$ cat config.mk
export PLATFORM = sky130hd
export DESIGN_NAME = crossing_request
export DESIGN_NICKNAME = d
export VERILOG_FILES = /design/src/rtl/crossing_request.sv
export SDC_FILE = /design/constraint.sdc
export NUM_CORES = 1
export LEC_CHECK = 0
export CAP_MARGIN = 0
export CORE_MARGIN = 1.5
export CORE_UTILIZATION = 45
export CTS_BUF_LIST = sky130_fd_sc_hd__clkbuf_16
export DETAILED_ROUTE_END_ITERATION = 10
export GPL_TIMING_DRIVEN = 0
export HOLD_SLACK_MARGIN = 0.15
export PLACE_DENSITY_LB_ADDON = 0.25
export REMOVE_ABC_BUFFERS = 1
export SYNTH_ARGS = -nofsm -noshare
export SYNTH_HDL_FRONTEND = slang
export SYNTH_SLANG_ARGS = --single-unit
$ cat constraint.sdc
create_clock -name clk_i -period 2.3 [get_ports clk_i]
set_clock_uncertainty 0.2 [all_clocks]
set_input_delay 0.46 -clock clk_i [delete_from_list [all_inputs] [get_ports clk_i]]
set_output_delay 0.46 -clock clk_i [all_outputs]
set_load 0.01 [all_outputs]
$ cat src/rtl/crossing_request.sv
// Pedestrian request front-end: synchronises and debounces the push-button, enforces a
// minimum car-green dwell before raising the request, and drives the WAIT lamp and press count.
//
// state     | meaning
// ----------+-----------------------------------------------------------
// S_IDLE    | no open request; a debounced press opens one
// S_PENDING | request accepted, waiting for minimum car-green dwell
// S_ISSUED  | request level presented to controller (button high)
// S_SERVING | car-green ended, waiting for pedestrian green
// S_WALK    | pedestrian green active; new presses are ignored
module crossing_request #(
   parameter int DB_CYCLES = 16,
   parameter int MIN_GREEN = 64
) (
   input  logic       clk_i,
   input  logic       rst_i,
   input  logic       button_raw_i,
   input  logic       green_c_i,
   input  logic       green_p_i,
   output logic       button_o,
   output logic       wait_lamp_o,
   output logic [7:0] press_count_o
);

   localparam int DBW = $clog2(DB_CYCLES);
   localparam int GTW = $clog2(MIN_GREEN + 1);
   localparam logic [DBW-1:0] DBC_LAST = DBW'(DB_CYCLES - 1);
   localparam logic [GTW-1:0] GT_MAX   = GTW'(MIN_GREEN);

   typedef enum logic [2:0] {
      S_IDLE,
      S_PENDING,
      S_ISSUED,
      S_SERVING,
      S_WALK
   } state_t;

   state_t         state_q, state_d;
   logic           s1_q, s1_d, s2_q, s2_d;
   logic           db_q, db_d, db_dly_q;
   logic [DBW-1:0] dbc_q, dbc_d;
   logic [GTW-1:0] gt_q, gt_d;
   logic [7:0]     cnt_q, cnt_d;
   logic           button_q, button_d;
   logic           wait_q, wait_d;
   logic           press;

   assign press = db_q & ~db_dly_q;

   always_comb begin
      s1_d  = button_raw_i;
      s2_d  = s1_q;
      db_d  = db_q;
      dbc_d = '0;
      // the level flips only on the DB_CYCLES-th consecutive disagreeing edge
      if (s2_q != db_q) begin
         if (dbc_q == DBC_LAST) begin
            db_d = s2_q;
         end else begin
            dbc_d = dbc_q + 1'b1;
         end
      end

      gt_d = '0;
      if (green_c_i) begin
         gt_d = (gt_q == GT_MAX) ? gt_q : gt_q + 1'b1;
      end
   end

   always_comb begin
      state_d = state_q;
      cnt_d   = cnt_q;
      case (state_q)
         S_IDLE: begin
            if (press) begin
               state_d = S_PENDING;
               if (cnt_q != 8'hFF) cnt_d = cnt_q + 8'd1;
            end
         end
         S_PENDING: if (green_c_i && gt_q == GT_MAX) state_d = S_ISSUED;
         S_ISSUED:  if (!green_c_i) state_d = S_SERVING;
         S_SERVING: if (green_p_i) state_d = S_WALK;
         S_WALK:    if (!green_p_i) state_d = S_IDLE;
         default:   state_d = S_IDLE;
      endcase
      button_d = (state_d == S_ISSUED);
      wait_d   = (state_d == S_PENDING) || (state_d == S_ISSUED) || (state_d == S_SERVING);
   end

   always_ff @(posedge clk_i) begin
      if (rst_i) begin
         state_q  <= S_IDLE;
         s1_q     <= 1'b0;
         s2_q     <= 1'b0;
         db_q     <= 1'b0;
         db_dly_q <= 1'b0;
         dbc_q    <= '0;
         gt_q     <= '0;
         cnt_q    <= 8'd0;
         button_q <= 1'b0;
         wait_q   <= 1'b0;
      end else begin
         state_q  <= state_d;
         s1_q     <= s1_d;
         s2_q     <= s2_d;
         db_q     <= db_d;
         db_dly_q <= db_q;
         dbc_q    <= dbc_d;
         gt_q     <= gt_d;
         cnt_q    <= cnt_d;
         button_q <= button_d;
         wait_q   <= wait_d;
      end
   end

   assign button_o      = button_q;
   assign wait_lamp_o   = wait_q;
   assign press_count_o = cnt_q;

endmodule

==> key figures <==
Critical path
  • RR Startpoint: state_q[2]
  • FF-to-FF setup slack: 0.23 ns
  • Register-to-Register Path Depth: 4
  • CP Capture Type: flop
  • Startpoint types: flop
  • Crit path required time: 2.28 ns
  • Worst Path Max Fanout: 12
  • Setup CP Type: reg -> reg
  • FF-to-FF End: press_count_o[5]
  • Crit path DAT: 2.06 ns

Synth
  • Syn_area_per_cell: 9.236 um2
  • Sequential share of the synthesized area: 46.33%
  • XOR/XNOR Fraction of Synth Area: 6.515%
  • Cells after synthesis: 131
  • FFs w/ async S/R, synth: 0%
  • Post-synthesis compound-gate area fraction: 10.13%
  • Netlist Area Pre-Place: 1210 um2
  • Unique masters post-synth: 34
  • Syn. warnings: 0
  • Number of synthesized flops with an enable pin: 0
  • Ranking of synthesized cells by area: dfxtp_1, nand3_1, nor2_1
  • Area leader, netlist: dfxtp_1
  • Largest family of logic cells by synthesized area: simple AND/OR/NAND/NOR gates
  • Post-Synth Adder-Cell Area: 4.137%
  • Top cell type's share of synthesized area: 46.33%
  • Mux cell area share after synthesis: 2.482%
  • Synth Flop Type: dfxtp_1
  • Yosys reg bits: 28
  • Synth Area in Simple Gates: 28.23%

Global route
  • GRT Util Overall: 17.69%
  • Pin count of the biggest net entering global routing: 18
  • Number of global-route vias before repair: 892
  • First-pass GRT wire length: 3781 um
  • GR Overflow Total: 0
  • Initial antenna violation count: 0

Finish
  • Area grow syn2layout: 22.44%
  • Final net count: 156
  • N_diodes: 0
  • Multi-input logic area: 623.1 um2
  • Ratio of cells with drive above 1 in the final layout: 6.164%
  • Fill cells: 223
  • Sequential cell area: 560.5 um2
  • Commonest non-fill, non-tap cell in the layout: dfxtp_1
  • Finished Core Util: 59.26%
  • Most frequent cells in the layout: dfxtp_1, nor2_1, clkdlybuf4s50_1
  • Fin cells: 176
  • Finished Cell Area: 1481 um2

STA
  • Max-slew violation count: 0
  • Final worst setup slack: 0.2283 ns
  • Fin crit period: 2.072 ns
  • Setup violations, final: 0
  • Fin crit share: 90.07%
  • Setup tns final: 0 ns
  • Slew margin rel.: 44.60%
  • Worst-margin pin slew: 0.8246 ns
  • Worst hold slack: 0.2482 ns
  • Max Clk Rate: 0.4827 GHz
  • Final hold vios: 0
  • RSZ-0062 raised after global routing: no

Floorplan
  • Site row count: 18
  • Die width: 54.85 um
  • Die Y: 54.85 um
  • I/O pin cnt: 15
  • Core area: 2500 um2
  • Initial core utilization: 48.40%
  • Die ar.: 3009 um2

Pwr
  • Worst vdd ir: 0.0005454 V
  • Power Total: 1.020 mW
  • Leakage: 0.5225 nW
  • Pwr Density: 688.6 nW/um2

Place
  • RD Place Congestion: 0.7203
  • Port bufs: 14
  • Post-place instance area: 1376 um2
  • Cells after DPL: 172
  • Hpwl dp: 1566 um
  • Worst slack, placed: 0.01952 ns

Clock tree
  • # resized after CTS: 0
  • Post-CTS Setup Inserts: 0
  • Worst-path clk slew: 0.06 ns
  • Clk root buf: clkbuf_16
  • Clock latency on the worst-skew pair: 0.26 ns
  • Htree depth: 1
  • CTS Sinks: 28
  • Post-cts hold buffer count: 0
  • Maximum clock insertion buffer count: 2
  • CTS buffer count: 3
  • CTS tree: yes

Routing
  • Vias: 962
  • Vias per cell: 5.466
  • 1st-iter DRT viols: 17
  • Final ANT Viol Nets: 0
  • Post-Route WL: 2178 um
  • Wire length per cell: 12.38 um
  • DR DRC count: 0
  • Pre-antenna DRT Iters: 4

Status
  • Status: complete, no violations

Min path
  • Hold depth: 1
  • Min-delay src: s1_q
  • Hold WC Path Type: reg -> reg
  • Hold endpoint: s2_q

Flow run
  • Max_cap viols: 0
==> Yosys cell counts, types with 4 or more instances <==
library cell and n:
nor2_1 14, nand3_1 12, inv_1 4, xnor2_1 4
xor2_1 5, nand2_1 4, and3_1 5, dfxtp_1 28
ha_1 4, nor2b_1 5, a21oi_1 6
==> state kept, by name, indices dropped and copies added (netlist names) <==
| register | flops |
|---|---|
| button_o | 1 |
| db_q | 1 |
| s2_q | 1 |
| db_dly_q | 1 |
| press_count_o | 8 |
| gt_q | 7 |
| state_q | 3 |
| wait_lamp_o | 1 |
| s1_q | 1 |
| dbc_q | 4 |
==> per-layer routing <==
metal | track usage [%] | wire [um] | vias up
li1 | - | - | 493
met1 | 21.72 | 1025 | 452
met2 | 29.76 | 1052 | 12
met3 | 5.191 | 67 | 5
met4 | 5.000 | 32 | 0
met5 | 0 | 0 | -
==> worst max-delay path, stage by stage, from the launching register on <==
cell and delay (ns):
dfxtp_1 0.34, nor4_1 0.40, nand2_1 0.32, or4_1 0.59, a21oi_1 0.15
==> layout make-up <==
class	count	share of cell area [%]
Multi-Input combinational cell	96	42.06
Sequential cell	28	37.84
Timing Repair Buffer	14	9.459
Clock buffer	3	5.068
Tap cell	30	2.534
Clock inverter	1	2.027
Inverter	4	1.014
==> kinds of logic after synthesis <==
family | Yosys count
fa+ha+maj | 4
flops | 28
simple gates | 61
mux | 3
buf+inv | 7
compound gates | 19
xor+xnor | 9
==> how the worst max path moves through the flow <==
stage | startpoint | end | slack, ns | cells after the start
6_report | state_q[2] | press_count_o[5] | 0.23 | 4
5_1_grt | press_count_o[0] | press_count_o[1] | 0.07 | 5
4_1_cts | state_q[2] | press_count_o[5] | 0.22 | 4
3_5_place_dp | rst_i | gt_q[5] | 0.02 | 4
3_3_place_gp | rst_i | gt_q[4] | 0.02 | 4
2_1_floorplan | gt_q[2] | button_o | 0.39 | 4
==> power breakdown <==
part           total [mW]  internal (mW)  switching (mW)
Combinational      0.0247         0.0125          0.0122
Sequential          0.492          0.489         0.00293
Clock               0.504          0.346           0.158
Total                1.02          0.847           0.173
Power figures use the tool's default switching activity.
